**src/rtl/muldiv_unit.sv**
```systemverilog
// -----------------------------------------------------------------------------
// muldiv_unit -- shared iterative multiply / divide engine for the multicycle
// datapath. One bit of work per clock: radix-2 shift-add for multiply,
// restoring division for divide. Results land in hi/lo and hold until the next
// completed (non divide-by-zero) operation.
//
// Parameters
//   WIDTH      operand width, 4..64
//
// Ports
//   clk        rising-edge clock
//   reset      asynchronous active-high reset
//   start      begin an operation (only looked at in IDLE)
//   op         0 = multiply, 1 = divide (sampled with start)
//   is_signed  two's-complement operands (sampled with start)
//   a, b       multiplicand/dividend, multiplier/divisor (sampled with start)
//   hi, lo     multiply: {hi,lo} = product; divide: hi = remainder, lo = quotient
//   busy       high in every non-IDLE state
//   done       one-cycle completion pulse
//   divz       one-cycle divide-by-zero pulse, coincident with done
//
// Build option
//   MULDIV_SIGNED_EN  when defined, is_signed is honoured (abs-value prep and
//                     result negation are built). Otherwise every operation is
//                     unsigned and is_signed is ignored.
// -----------------------------------------------------------------------------
module muldiv_unit #(
    parameter int WIDTH = 32
) (
    input  logic             clk,
    input  logic             reset,
    input  logic             start,
    input  logic             op,
    input  logic             is_signed,
    input  logic [WIDTH-1:0] a,
    input  logic [WIDTH-1:0] b,
    output logic [WIDTH-1:0] hi,
    output logic [WIDTH-1:0] lo,
    output logic             busy,
    output logic             done,
    output logic             divz
);

    localparam int CW = $clog2(WIDTH);

    typedef enum logic [2:0] {
        S_IDLE,
        S_PREP,
        S_RUN,
        S_FIX,
        S_DONE
    } state_t;

    state_t             state_q;
    logic               op_q;
    logic [WIDTH-1:0]   a_q;
    logic [WIDTH-1:0]   b_q;
    logic [2*WIDTH-1:0] acc_q;      // {upper, lower}: product, or {remainder, quotient}
    logic [CW-1:0]      cnt_q;
    logic               divz_q;     // divide-by-zero detected in PREP
    logic               neg_p_q;    // negate product / quotient in FIX
    logic               neg_r_q;    // negate remainder in FIX

`ifdef MULDIV_SIGNED_EN
    logic               sgn_q;
`else
    logic               unused_sgn;
    assign unused_sgn = is_signed;
`endif

    // Magnitudes fed to the unsigned core
    logic [WIDTH-1:0] a_abs, b_abs;
    logic             neg_p_d, neg_r_d;

    always_comb begin
        a_abs   = a_q;
        b_abs   = b_q;
        neg_p_d = 1'b0;
        neg_r_d = 1'b0;
`ifdef MULDIV_SIGNED_EN
        if (sgn_q) begin
            // The most-negative value maps onto itself, which read as
            // unsigned is exactly its magnitude.
            a_abs   = a_q[WIDTH-1] ? -a_q : a_q;
            b_abs   = b_q[WIDTH-1] ? -b_q : b_q;
            neg_p_d = a_q[WIDTH-1] ^ b_q[WIDTH-1];
            neg_r_d = a_q[WIDTH-1];
        end
`endif
    end

    // One iteration of each algorithm
    logic [WIDTH:0]     mul_sum;
    logic [2*WIDTH-1:0] mul_acc_d;
    logic [WIDTH:0]     div_cand;
    logic [WIDTH:0]     div_diff;
    logic [2*WIDTH-1:0] div_acc_d;

    always_comb begin
        // Add multiplier into the upper half when the current LSB is set,
        // then shift the whole accumulator right (carry enters at the top).
        mul_sum   = {1'b0, acc_q[2*WIDTH-1:WIDTH]} + (acc_q[0] ? {1'b0, b_q} : '0);
        mul_acc_d = {mul_sum, acc_q[WIDTH-1:1]};

        // Shift next dividend bit into the partial remainder and try to
        // subtract; the borrow (diff MSB) decides the quotient bit.
        div_cand  = {acc_q[2*WIDTH-1:WIDTH], acc_q[WIDTH-1]};
        div_diff  = div_cand - {1'b0, b_q};
        if (!div_diff[WIDTH])
            div_acc_d = {div_diff[WIDTH-1:0], acc_q[WIDTH-2:0], 1'b1};
        else
            div_acc_d = {div_cand[WIDTH-1:0], acc_q[WIDTH-2:0], 1'b0};
    end

    // Sign-corrected results written to hi/lo when leaving FIX
    logic [2*WIDTH-1:0] prod_fix;
    logic [WIDTH-1:0]   fix_hi_d, fix_lo_d;

    always_comb begin
        prod_fix = neg_p_q ? -acc_q : acc_q;
        if (!op_q) begin
            fix_hi_d = prod_fix[2*WIDTH-1:WIDTH];
            fix_lo_d = prod_fix[WIDTH-1:0];
        end else begin
            fix_hi_d = neg_r_q ? -acc_q[2*WIDTH-1:WIDTH] : acc_q[2*WIDTH-1:WIDTH];
            fix_lo_d = neg_p_q ? -acc_q[WIDTH-1:0] : acc_q[WIDTH-1:0];
        end
    end

    always_ff @(posedge clk or posedge reset) begin
        if (reset) begin
            state_q <= S_IDLE;
            op_q    <= 1'b0;
            a_q     <= '0;
            b_q     <= '0;
            acc_q   <= '0;
            cnt_q   <= '0;
            divz_q  <= 1'b0;
            neg_p_q <= 1'b0;
            neg_r_q <= 1'b0;
            hi      <= '0;
            lo      <= '0;
            busy    <= 1'b0;
            done    <= 1'b0;
            divz    <= 1'b0;
`ifdef MULDIV_SIGNED_EN
            sgn_q   <= 1'b0;
`endif
        end else begin
            case (state_q)
                S_IDLE: begin
                    if (start) begin
                        op_q    <= op;
                        a_q     <= a;
                        b_q     <= b;
`ifdef MULDIV_SIGNED_EN
                        sgn_q   <= is_signed;
`endif
                        busy    <= 1'b1;
                        state_q <= S_PREP;
                    end
                end
                S_PREP: begin
                    b_q     <= b_abs;
                    acc_q   <= {{WIDTH{1'b0}}, a_abs};
                    neg_p_d_apply: begin
                        neg_p_q <= neg_p_d;
                        neg_r_q <= neg_r_d;
                    end
                    cnt_q   <= CW'(WIDTH - 1);
                    if (op_q && (b_q == '0)) begin
                        // Skip the iterations; passing through FIX (which
                        // leaves hi/lo alone) puts done two edges after start.
                        divz_q  <= 1'b1;
                        state_q <= S_FIX;
                    end else begin
                        state_q <= S_RUN;
                    end
                end
                S_RUN: begin
                    acc_q <= op_q ? div_acc_d : mul_acc_d;
                    if (cnt_q == '0) state_q <= S_FIX;
                    else             cnt_q   <= cnt_q - 1'b1;
                end
                S_FIX: begin
                    if (!divz_q) begin
                        hi <= fix_hi_d;
                        lo <= fix_lo_d;
                    end
                    done    <= 1'b1;
                    divz    <= divz_q;
                    state_q <= S_DONE;
                end
                S_DONE: begin
                    done    <= 1'b0;
                    divz    <= 1'b0;
                    divz_q  <= 1'b0;
                    busy    <= 1'b0;
                    state_q <= S_IDLE;
                end
                default: state_q <= S_IDLE;
            endcase
        end
    end

endmodule

```
**config.mk**
```make
export PLATFORM = sky130hd
export DESIGN_NAME = muldiv_unit
export DESIGN_NICKNAME = d
export VERILOG_FILES = /design/src/rtl/muldiv_unit.sv
export SDC_FILE = /design/constraint.sdc
export NUM_CORES = 1
export LEC_CHECK = 0
export CAP_MARGIN = 20
export CORE_MARGIN = 8
export CORE_UTILIZATION = 52
export DETAILED_ROUTE_END_ITERATION = 16
export GPL_TIMING_DRIVEN = 1
export PLACE_DENSITY = 0.78
export RECOVER_POWER = 50
export SETUP_SLACK_MARGIN = 0.3
export SLEW_MARGIN = 0
export SYNTH_ARGS = -nofsm -noshare
export SYNTH_HDL_FRONTEND = slang
export SYNTH_SLANG_ARGS = --single-unit
```
**constraint.sdc**
```tcl
create_clock -name clk -period 7.2 [get_ports clk]
set_input_delay 1.8 -clock clk [delete_from_list [all_inputs] [get_ports clk]]
set_output_delay 1.8 -clock clk [all_outputs]
set_load 0.1 [all_outputs]
```
==> metrics.md <==
| Metric | Value |
|---|---|
| Initial Util | `between 50% and 60%` |
| Max Cap Violations | `6` |
| Area contributors post-synth | `dfrtp_1 (42%), mux2_2 (9.0%), ha_1 (6.8%), mux2i_1 (4.3%), nand2_1 (3.0%)` |
| Max frequency | `196 MHz` |
| GR Overflow Total | `0` |
| Max_slew headroom | `-157%` |
| Post-Syn Area | `0.0122 mm²` |
| Worst EP arrival | `5000 ps` |
| HPWL after detailed placement | `between 20000 and 25000 µm` |
| Die area | `~0.029 mm²` |
| Commonest non-fill, non-tap cell in the layout | `dfrtp_1` |
| Worst EP required | `roughly 7000 ps` |
| Mapped Cells | `roughly 1200` |
| Post-CTS sizing | `0` |
| RSZ-0062 raised after global routing | `false` |
| Final Max Tran Viols | `269` |
| Area growth, synth to finish | `19.6%` |
| Skew final | `~20 ps` |
| CTS Hold Bufs | `0` |
| # nets final | `between 1000 and 1500` |
| Core region area | `0.0233 mm²` |
| Routed vias | `9960` |
| Count of different cell masters after synthesis | `69` |
| Antenna-violating nets left | `0` |
| CP max FO | `58` |
| DRT Pass-1 Iters | `5` |
| Top FF cell, synth | `dfrtp_1` |
| Crit start category | `primary input` |
| Syn. warnings | `0` |
| Clock latency on the worst-skew pair | `between 500 and 600 ps` |
| Synth area leader | `dfrtp_1` |
| GRT Util Overall | `22.2%` |
| Share of post-route cells with drive strength above 1 | `12.1%` |
| Die Ht | `about 170 µm` |
| Status | `finished with violations` |
| # setup viols final | `0` |
| Wire per inst | `around 19 µm` |
| Root Driver | `clkbuf_16` |
| First-pass GRT wire length | `52300 µm` |
| Violated checks | `capacitance limit, slew limit` |
| Initial antenna violation count | `0` |
| CTS clk-pin slew, worst paths | `60 ps` |
| Antenna diodes | `0` |
| H-tree levels | `1` |
| Synth top area share | `42.0%` |
| Register bit total from synthesis | `205` |
| Tcrit/Tclk final | `70.7%` |
| Post-CTS setup buffer count | `0` |
| Fillcell total | `1940` |
| Seq/Total Area, Yosys | `42.0%` |
| Tightest Hold Check Type | `flop to flop` |
| Vias per cell | `5.97` |
| Mean Syn Cell Area | `10.0 µm²` |
| Final Hold Fails | `0` |
| Total CTS buffers | `23` |
| Asr flop ratio synth | `100%` |
| Rows | `56` |
| Initial DRC count | `587` |
| Die W | `169 µm` |
| Setup TNS | `0 ps` |
| Port bufs | `134` |
| Largest net degree at the start of global routing | `66` |
| CTS tree | `built` |
| IO Pins | `136` |
| Min Tclk post-route | `~5000 ps` |
| Routed wire length | `about 32000 µm` |
| Number of flops mapped to enable cells by yosys | `0` |
| Crit. End Element | `asynchronous set/reset pin` |
| Setup CP Type | `primary input to asynchronous set/reset pin` |
| Number of remaining DRC errors | `0` |
| Num Clock Sinks | `205` |
| Number of global-route vias before repair | `between 10000 and 15000` |
| GP Congestion | `0.933` |
| Clk buf depth | `3` |
| Slew @ Worst Pin | `3850 ps` |
| Mapped Nets | `1352` |
| Most frequent cells in the layout | `dfrtp_1 (204), clkdlybuf4s50_1 (132), nand2_1 (99)` |
[final cells by class]
type	instances	area (µm²)	area share, %
Multi-Input combinational cell	898	6640	45.5
Sequential cell	205	5130	35.2
Tap cell	319	399	2.73
Clock buffer	33	683	4.68
Inverter	57	215	1.47
Clock inverter	8	100	0.686
Timing Repair Buffer	148	1430	9.78
[logic make-up after synthesis]
family                     share of synthesized area, %
buffers and inverters                              3.67
and+or+nand+nor                                    12.3
muxes                                              13.4
xor gates and xnor gates                           3.66
DFF                                                42.0
AOI/OAI and AO/OA                                  17.9
adders and majority gates                          7.09
[critical path, stage by stage]
cell	delay, ps
dlygate4sd3_1	540
clkinvlp_2	360
clkbuf_1	2260
[state kept, by name (all words and copies together) (netlist names)]
| register | count |
|---|---|
| b_abs | 32 |
| divz_q | 1 |
| lo | 32 |
| done | 1 |
| a_abs | 32 |
| acc_q | 64 |
| hi | 32 |
| state_q | 3 |
| cnt_q | 5 |
| busy | 1 |
| op_q | 1 |
| divz | 1 |
[per-layer routing]
| metal | track usage, % | vias to the layer above | wire, µm |
|---|---|---|---|
| met1 | 28.2 | 4896 | 13600 |
| li1 | - | 4661 | - |
| met3 | 5.44 | 70 | 2550 |
| met2 | 36.5 | 333 | 14800 |
| met4 | 7.77 | 0 | 997 |
| met5 | 0 | - | 0 |
[stage by stage]
stage               hold slack [ps]  setup WS (ps)  std cells  cell area (µm²)  util (%)
floorplan                       446           2740       1215            12200         -
global placement                471           2780       1626            13800      59.5
detailed placement              482           2730       1626            13800      59.5
CTS                             501           2670       1667            14600      62.9
global route                    519           1390       1668            14600      62.8
finish                          496           2110       1668            14600      62.8
[Yosys cell counts, drive strengths merged, types with 7 or more instances]
cell type	number
dfrtp	205
nand2	99
mux2	98
o21ai	82
nor2	74
a21oi	69
ha	66
inv	57
mux2i	53
clkbuf	43
and2	36
a221o	33
xnor2	33
a21o	25
nor3	19
xor2	18
a31oi	16
nor4	14
a22oi	13
nand2b	13
buf	12
o211ai	12
nand3	11
nor2b	10
o21bai	10
and3	9
a211oi	8
o21a	8
nand4	7
o31ai	7
or3	7
[final timing paths]
check | cells past startpoint | end | from | slack (ps)
worst max-delay path | 3 | hi[14]$_DFFE_PP0P_ | reset | 2110
worst min-delay path | 2 | acc_q[31]$_DFFE_PP0P_ | a_abs[31]$_DFFE_PP0P_ | 500
worst max register to register | 7 | acc_q[63]$_DFFE_PP0P_ | state_q[2]$_DFFE_PP0P_ | 2600
worst min register to register | 2 | acc_q[31]$_DFFE_PP0P_ | a_abs[31]$_DFFE_PP0P_ | 500
max in group clk | 7 | acc_q[63]$_DFFE_PP0P_ | state_q[2]$_DFFE_PP0P_ | 2600
min in group asynchronous | 2 | acc_q[39]$_DFFE_PP0P_ | reset | 1760
Power is left out: the tool's default activity adds up to more than one toggle a clock period on the data nets, which glitch-free logic cannot reach.
